File: config.mk
export PLATFORM = sky130hd
export DESIGN_NAME = i2c_target
export DESIGN_NICKNAME = d
export VERILOG_FILES = /design/src/rtl/i2c_target.sv
export SDC_FILE = /design/constraint.sdc
export NUM_CORES = 1
export LEC_CHECK = 0
export ABC_AREA = 1
export CORE_MARGIN = 5
export CORE_UTILIZATION = 30
export CTS_BUF_LIST = sky130_fd_sc_hd__clkbuf_8 sky130_fd_sc_hd__clkbuf_16
export CTS_CLUSTER_SIZE = 30
export DETAILED_ROUTE_END_ITERATION = 8
export PLACE_DENSITY = 0.5
export RECOVER_POWER = 25
export SYNTH_ARGS = -nofsm -noshare
export SYNTH_HDL_FRONTEND = slang
export SYNTH_SLANG_ARGS = --single-unit
File: constraint.sdc
create_clock -name clk -period 6.05 [get_ports clk]
set_clock_uncertainty 0.15 [all_clocks]
set_input_delay 1.21 -clock clk [delete_from_list [all_inputs] [get_ports clk]]
set_output_delay 1.21 -clock clk [all_outputs]
set_load 0.005 [all_outputs]
File: src/rtl/i2c_target.sv
// I2C target (responder) with a small CPU register interface.
// Answers one 7-bit address. Bytes written by the initiator land in RXDATA;
// bytes read by the initiator come from TXDATA, or 0xFF when TXDATA is empty.
// SDA is open-drain: sdaOe=1 pulls the line low. SCL is never stretched.
module i2c_target #(
    parameter int         SYNC_STAGES = 2,
    parameter logic [6:0] RESET_ADDR  = 7'h42
) (
    input  logic        clk,
    input  logic        reset,
    input  logic        read,
    input  logic        write,
    input  logic [1:0]  address,
    input  logic [31:0] dataIn,
    output logic        readValid,
    output logic [31:0] dataOut,
    output logic        irq,
    input  logic        sclIn,
    input  logic        sdaIn,
    output logic        sdaOe
);

    typedef enum logic [2:0] {
        IDLE, ADDR, ADDR_ACK, RX_DATA, RX_ACK, TX_DATA, TX_ACK, WAIT_STOP
    } state_t;

    state_t state;

    logic [SYNC_STAGES-1:0] scl_sync, sda_sync;
    logic scl, sda, scl_q, sda_q;
    logic scl_rise, scl_fall, start, stop;

    logic       enable;
    logic [6:0] own_addr;
    logic [7:0] rx_data, tx_data, shreg, tx_sh, tx_next;
    logic [2:0] bit_cnt;
    logic       got8;
    logic       rx_full, tx_empty, rx_overrun, dir_read, stop_seen, tx_req;
    logic       addressed, match;
    logic [31:0] read_mux;
    logic       unused_bits;

    assign unused_bits = ^dataIn[31:8];

    assign scl = scl_sync[SYNC_STAGES-1];
    assign sda = sda_sync[SYNC_STAGES-1];

    // Line events, all taken from the synchronised pins
    assign scl_rise = scl & ~scl_q;
    assign scl_fall = ~scl & scl_q;
    assign start    = scl & scl_q & sda_q & ~sda;
    assign stop     = scl & scl_q & ~sda_q & sda;

    // Only the data phases count as "addressed"; IDLE/ADDR/WAIT_STOP do not
    assign addressed = (state == ADDR_ACK) || (state == RX_DATA) || (state == RX_ACK) ||
                       (state == TX_DATA) || (state == TX_ACK);

    // Own address 0 is reserved for general call, which this target ignores
    assign match = (own_addr != 7'd0) && (shreg[7:1] == own_addr);

    // Byte handed to the initiator at the end of each ACK phase
    assign tx_next = tx_empty ? 8'hFF : tx_data;

    assign irq = rx_full | tx_req | stop_seen;

    // Synchroniser chains; the idle bus level is high on both lines
    always_ff @(posedge clk or posedge reset) begin
        if (reset) begin
            scl_sync <= '1;
            sda_sync <= '1;
            scl_q    <= 1'b1;
            sda_q    <= 1'b1;
        end else begin
            scl_sync <= {scl_sync[SYNC_STAGES-2:0], sclIn};
            sda_sync <= {sda_sync[SYNC_STAGES-2:0], sdaIn};
            scl_q    <= scl;
            sda_q    <= sda;
        end
    end

    // Register file read mux
    always_comb begin
        read_mux = 32'd0;
        case (address)
            2'd0: read_mux = {24'd0, enable, own_addr};
            2'd2: read_mux = {24'd0, rx_data};
            2'd3: read_mux = {25'd0, tx_req, stop_seen, dir_read, rx_overrun,
                              addressed, tx_empty, rx_full};
            default: read_mux = 32'd0;
        endcase
    end

    // CPU read port: data presented exactly one cycle after the strobe
    always_ff @(posedge clk or posedge reset) begin
        if (reset) begin
            readValid <= 1'b0;
            dataOut   <= 32'd0;
        end else begin
            readValid <= read;
            dataOut   <= read ? read_mux : 32'd0;
        end
    end

    // Register writes and the bus FSM; FSM sets come last so they beat CPU clears
    always_ff @(posedge clk or posedge reset) begin
        if (reset) begin
            state      <= IDLE;
            sdaOe      <= 1'b0;
            enable     <= 1'b0;
            own_addr   <= RESET_ADDR;
            rx_data    <= 8'h00;
            tx_data    <= 8'hFF;
            shreg      <= 8'h00;
            tx_sh      <= 8'hFF;
            bit_cnt    <= 3'd0;
            got8       <= 1'b0;
            rx_full    <= 1'b0;
            tx_empty   <= 1'b1;
            rx_overrun <= 1'b0;
            dir_read   <= 1'b0;
            stop_seen  <= 1'b0;
            tx_req     <= 1'b0;
        end else begin
            if (write) begin
                case (address)
                    2'd0: begin
                        own_addr <= dataIn[6:0];
                        enable   <= dataIn[7];
                    end
                    2'd1: begin
                        tx_data  <= dataIn[7:0];
                        tx_empty <= 1'b0;
                        tx_req   <= 1'b0;
                    end
                    2'd3: begin
                        if (dataIn[3]) rx_overrun <= 1'b0;
                        if (dataIn[5]) stop_seen  <= 1'b0;
                    end
                    default: ;
                endcase
            end
            if (read && address == 2'd2) rx_full <= 1'b0;

            if (!enable) begin
                state <= IDLE;
                sdaOe <= 1'b0;
            end else if (start) begin
                state   <= ADDR;
                bit_cnt <= 3'd0;
                got8    <= 1'b0;
                sdaOe   <= 1'b0;
            end else if (stop) begin
                if (addressed) stop_seen <= 1'b1;
                state <= IDLE;
                sdaOe <= 1'b0;
            end else begin
                // Every SCL rise samples a bit; phases that ignore it reset the count on exit
                if (scl_rise) begin
                    shreg   <= {shreg[6:0], sda};
                    bit_cnt <= bit_cnt + 3'd1;
                    if (bit_cnt == 3'd7) got8 <= 1'b1;
                end
                case (state)
                    IDLE, WAIT_STOP: ;
                    ADDR: begin
                        if (scl_fall && got8) begin
                            got8    <= 1'b0;
                            bit_cnt <= 3'd0;
                            if (match) begin
                                state    <= ADDR_ACK;
                                sdaOe    <= 1'b1;
                                dir_read <= shreg[0];
                            end else begin
                                state <= WAIT_STOP;
                                sdaOe <= 1'b0;
                            end
                        end
                    end
                    ADDR_ACK: begin
                        if (scl_fall) begin
                            bit_cnt <= 3'd0;
                            got8    <= 1'b0;
                            if (dir_read) begin
                                state    <= TX_DATA;
                                tx_sh    <= tx_next;
                                sdaOe    <= ~tx_next[7];
                                tx_empty <= 1'b1;
                            end else begin
                                state <= RX_DATA;
                                sdaOe <= 1'b0;
                            end
                        end
                    end
                    RX_DATA: begin
                        if (scl_fall && got8) begin
                            got8    <= 1'b0;
                            bit_cnt <= 3'd0;
                            if (!rx_full) begin
                                rx_data <= shreg;
                                rx_full <= 1'b1;
                                sdaOe   <= 1'b1;
                                state   <= RX_ACK;
                            end else begin
                                rx_overrun <= 1'b1;
                                sdaOe      <= 1'b0;
                                state      <= WAIT_STOP;
                            end
                        end
                    end
                    RX_ACK: begin
                        if (scl_fall) begin
                            bit_cnt <= 3'd0;
                            got8    <= 1'b0;
                            sdaOe   <= 1'b0;
                            state   <= RX_DATA;
                        end
                    end
                    TX_DATA: begin
                        if (scl_fall) begin
                            if (got8) begin
                                got8    <= 1'b0;
                                bit_cnt <= 3'd0;
                                sdaOe   <= 1'b0;
                                state   <= TX_ACK;
                            end else begin
                                tx_sh <= {tx_sh[6:0], 1'b0};
                                sdaOe <= ~tx_sh[6];
                            end
                        end
                    end
                    TX_ACK: begin
                        // Only an ACK keeps us here long enough to see the fall
                        if (scl_rise) begin
                            if (sda) state  <= WAIT_STOP;
                            else     tx_req <= 1'b1;
                        end else if (scl_fall) begin
                            bit_cnt  <= 3'd0;
                            got8     <= 1'b0;
                            state    <= TX_DATA;
                            tx_sh    <= tx_next;
                            sdaOe    <= ~tx_next[7];
                            tx_empty <= 1'b1;
                        end
                    end
                    default: state <= IDLE;
                endcase
            end
        end
    end

endmodule

==> Implementation_results.wiki <==
{| class="wikitable"
! Metric !! Value
|-
| Run status || finished clean
|-
| Setup bufs post-CTS || 0
|-
| Mean routed wirelength per cell || 13.2 µm
|-
| Ratio of total power to cell area || 381 nW/µm²
|-
| Number of placed cells counting well taps || between 600 and 700
|-
| Worst supply voltage drop on vdd || around 0.16 mV
|-
| Cells taking the most area after synthesis || sky130_fd_sc_hd__dfrtp_1 (30%), sky130_fd_sc_hd__dfstp_2 (17%), sky130_fd_sc_hd__nand2_1 (12%), sky130_fd_sc_hd__o21ai_0 (6.9%), sky130_fd_sc_hd__inv_1 (5.6%)
|-
| Actual slew at the worst max-slew pin || 873 ps
|-
| RSZ-0062 raised after global routing || false
|-
| Number of inserted diodes || 0
|-
| Cell area reported after detailed placement || approximately 4000 µm²
|-
| Final worst path period need || 2930 ps
|-
| Critical path required time || a little over 6000 ps
|-
| Number of enable-type register cells in the synthesized netlist || 0
|-
| Relative slew slack || 0.418
|-
| CORE AREA || 12000 µm²
|-
| Placement row count || 40
|-
| Final Hold Violating Endpoints || 0
|-
| Path class of the lowest-slack min-delay path || flip-flop to flip-flop
|-
| Global placer's final weighted congestion || 0.852
|-
| Number of buffers added to fix hold violations after cts || 0
|-
| Antenna viol nets, final || 0
|-
| Distinct cell type count after synthesis || 40
|-
| CTS root buffer || sky130_fd_sc_hd__clkbuf_16
|-
| Leakage power of the design || approximately 2.1 nW
|-
| Sw Pwr || 0.000545 W
|-
| Switching portion of total power || 0.334
|-
| Top cell type by total area after synthesis || sky130_fd_sc_hd__dfrtp_1
|-
| Overall power after layout || 0.00163 W
|-
| Sequential area share after synthesis || 0.470
|-
| Placed wire-length estimate || between 5000 and 6000 µm
|-
| Maximum fanout encountered on the critical timing path || 17
|-
| Ys Warns || 0
|-
| Most frequent CP cell || sky130_fd_sc_hd__nand2_1
|-
| Final number of setup-violating endpoints || 0
|-
| Number of vias in the routed layout || 2825
|-
| Iter 0 DRT Violations || 149
|-
| Clk pwr share || 0.345
|-
| Most instantiated flip-flop cell in the synthesis netlist || sky130_fd_sc_hd__dfrtp_1
|-
| List of most frequent post-synthesis cells || sky130_fd_sc_hd__nand2_1 (117), sky130_fd_sc_hd__inv_1 (55), sky130_fd_sc_hd__o21ai_0 (51)
|-
| Total track usage || 0.122
|-
| 1st-pass router iterations || 5
|-
| I/O pin count || 75
|-
| First-pass GRT wire length || 14000 µm
|-
| Mux cell area share after synthesis || 0.00272
|-
| Number of nets in the layout || 517
|-
| Number of buffers inserted by port buffering || 26
|-
| Adder-cell share of the synthesized area || 0.0170
|-
| Clock transition time at the flip-flop clock pins of the worst setup and hold paths || 50 ps
|-
| Inserted Clock Buffers || 9
|-
| Dominant combinational cell family by area after synthesis || simple AND/OR/NAND/NOR gates
|-
| Arrival time of data at the critical path endpoint || 2980 ps
|-
| Drt drc || 0
|-
| Fraction of layout instances using a drive strength above 1 || 0.153
|-
| Bufs on Longest Clock Path || 2
|-
| Cell at the slowest stage of the critical path || sky130_fd_sc_hd__nor2_1
|-
| Syn Area/Cell || 8.23 µm²
|-
| Antenna violations before repair || 0
|-
| Wirelength, routed || 8210 µm
|-
| Cell-by-cell trace of the critical path || ha_1, nand3_1, nand2_1, nor2_1, nand4_2, nand2_1, o21ai_2
|-
| Largest net degree at the start of global routing || 69
|-
| Via count of the first global-routing pass || 2740
|-
| P_int || between 0.001 and 0.0015 W
|-
| Mean number of vias per cell || 4.53
|-
| Leading cell type by number of instances after synthesis || sky130_fd_sc_hd__nand2_1
|-
| Overall die width || 121 µm
|-
| Clock tree from TritonCTS || done
|-
| Post-Layout Cell Count || 624
|-
| Post-Synth XOR/XNOR Area || 0.00475
|-
| Fraction of post-synthesis cell area in the top cell type by area || 0.299
|-
| Cts repair resizes || 0
|-
| CP Launch Type || flip-flop
|-
| Kind of end point of the critical path || flip-flop
|-
| Max frequency || 0.341 GHz
|-
| Post-synthesis async set-or-reset flop share || 1.00
|-
| WS Path Type || flip-flop to flip-flop
|-
| Flip-flop and latch count after synthesis || 68
|-
| Fraction of power consumed by sequential logic || 0.397
|-
| Min setup slack post-route || 3120 ps
|-
| Comb pwr share || 0.257
|-
| # Max-Cap Violations || 0
|-
| Basic-gate share of the synthesized area counting and, or, nand and nor cells || 0.228
|-
| Max-slew violation total from the final report || 0
|-
| Final cycle utilization of the critical path || 0.484
|-
| Largest incremental delay on the critical path || ~700 ps
|-
| Fraction of the mapped netlist area in compound gates || 0.147
|-
| Area enclosed by the die boundary || roughly 15000 µm²
|-
| Cells after synthesis || 448
|-
| Latest clock arrival within the worst-skew pair || 330 ps
|-
| Post-Place Worst Slack || about 3000 ps
|-
| Clock sink total || 68
|-
| Grt total ovfl || 0
|-
| Overall die height || about 120 µm
|-
| H-tree depth || 3
|-
| Final standard cell area without fillers || 4280 µm²
|-
| Area of the mapped netlist || 3690 µm²
|-
| Area growth from synthesis to layout || 16.1%
|-
| Total negative slack for setup checks || 0 ps
|-
| Starting utilization of the core area || 0.307
|}
## flip-flops by register name (all words and copies together), names as in the netlist, 2 cells and up
signal,cells
own_addr,7
shreg,8
rx_data,8
tx_data,8
tx_sh,7
bit_cnt,3
state,3
dataOut,8
sda_sync,2
scl_sync,2
## worst paths after layout
| check | to | startpoint | cells past startpoint | slack, ps |
|---|---|---|---|---|
| worst max-delay path | rx_data[2] | scl_sync[1] | 7 | 3120 |
| worst min-delay path | scl_sync[1] | scl_sync[0] | 0 | 210 |
| worst max register to register | rx_data[2] | scl_sync[1] | 7 | 3120 |
| worst min register to register | scl_sync[1] | scl_sync[0] | 0 | 210 |
| max in group asynchronous | shreg[7] | reset | 3 | 3760 |
| min in group asynchronous | bit_cnt[2] | reset | 3 | 1440 |
## worst max-delay path: cells and delay by family (launching register included)
family | cells | cell delay (ps)
fa+ha+maj | 1 | 220
simple gates | 5 | 1970
compound gates | 1 | 70
flops | 1 | 400
## stage by stage
step                 util  hold WS [ps]
floorplan               -           195
global placement    0.331           200
detailed placement  0.331           197
CTS                 0.357           209
global route        0.356           216
finish              0.356           212
## logic make-up after synthesis
group | Yosys count
other cells | 1
fa+ha+maj | 5
xor+xnor | 2
mux | 1
compound gates | 86
flops | 68
buf+inv | 96
simple gates | 189
## routing by layer
metal	GRT usage	vias to the layer above	wire (µm)
met4	0.0432	0	148
met5	0	-	0
met3	0.0341	15	441
met2	0.187	89	3700
li1	-	1428	-
met1	0.165	1293	3920
## placed cells by master, fill, tap and decap left out, types with 2 or more instances in the layout
cell,n
sky130_fd_sc_hd__nand2_2,5
sky130_fd_sc_hd__a21oi_4,2
sky130_fd_sc_hd__dfstp_2,22
sky130_fd_sc_hd__ha_1,5
sky130_fd_sc_hd__nor2_2,2
sky130_fd_sc_hd__inv_1,56
sky130_fd_sc_hd__dfrtp_1,44
sky130_fd_sc_hd__dlygate4sd3_1,4
sky130_fd_sc_hd__inv_2,3
sky130_fd_sc_hd__dfstp_1,2
sky130_fd_sc_hd__nand2_4,2
sky130_fd_sc_hd__o21ai_2,15
sky130_fd_sc_hd__nand4_1,2
sky130_fd_sc_hd__o21ai_0,52
sky130_fd_sc_hd__nor2_4,2
sky130_fd_sc_hd__nor3_1,10
sky130_fd_sc_hd__bufinv_16,2
sky130_fd_sc_hd__clkbuf_16,9
sky130_fd_sc_hd__conb_1,24
sky130_fd_sc_hd__nor2_1,19
sky130_fd_sc_hd__nand3_1,25
sky130_fd_sc_hd__nand2_1,118
sky130_fd_sc_hd__a21oi_1,10
sky130_fd_sc_hd__clkdlybuf4s50_1,22
## power by group through the flow
stage	clock [W]	sequential (W)	combinational, W
2_1_floorplan	0	0.000625	0.000355
4_1_cts	0.000580	0.000649	0.000426
5_1_grt	0.000604	0.000662	0.000485
3_3_place_gp	0	0.000654	0.000420
3_5_place_dp	0	0.000655	0.000424
6_report	0.000563	0.000648	0.000420
## area by class of cell
class	count	area (µm²)
clock buffer	10	239
tap	147	184
fill	1271	7730
inverter	59	224
timing repair buffer	27	268
sequential	68	1730
clock inverter	6	81.3
multi-input combinational	307	1550
No activity file was read; power rests on OpenSTA's default activity.
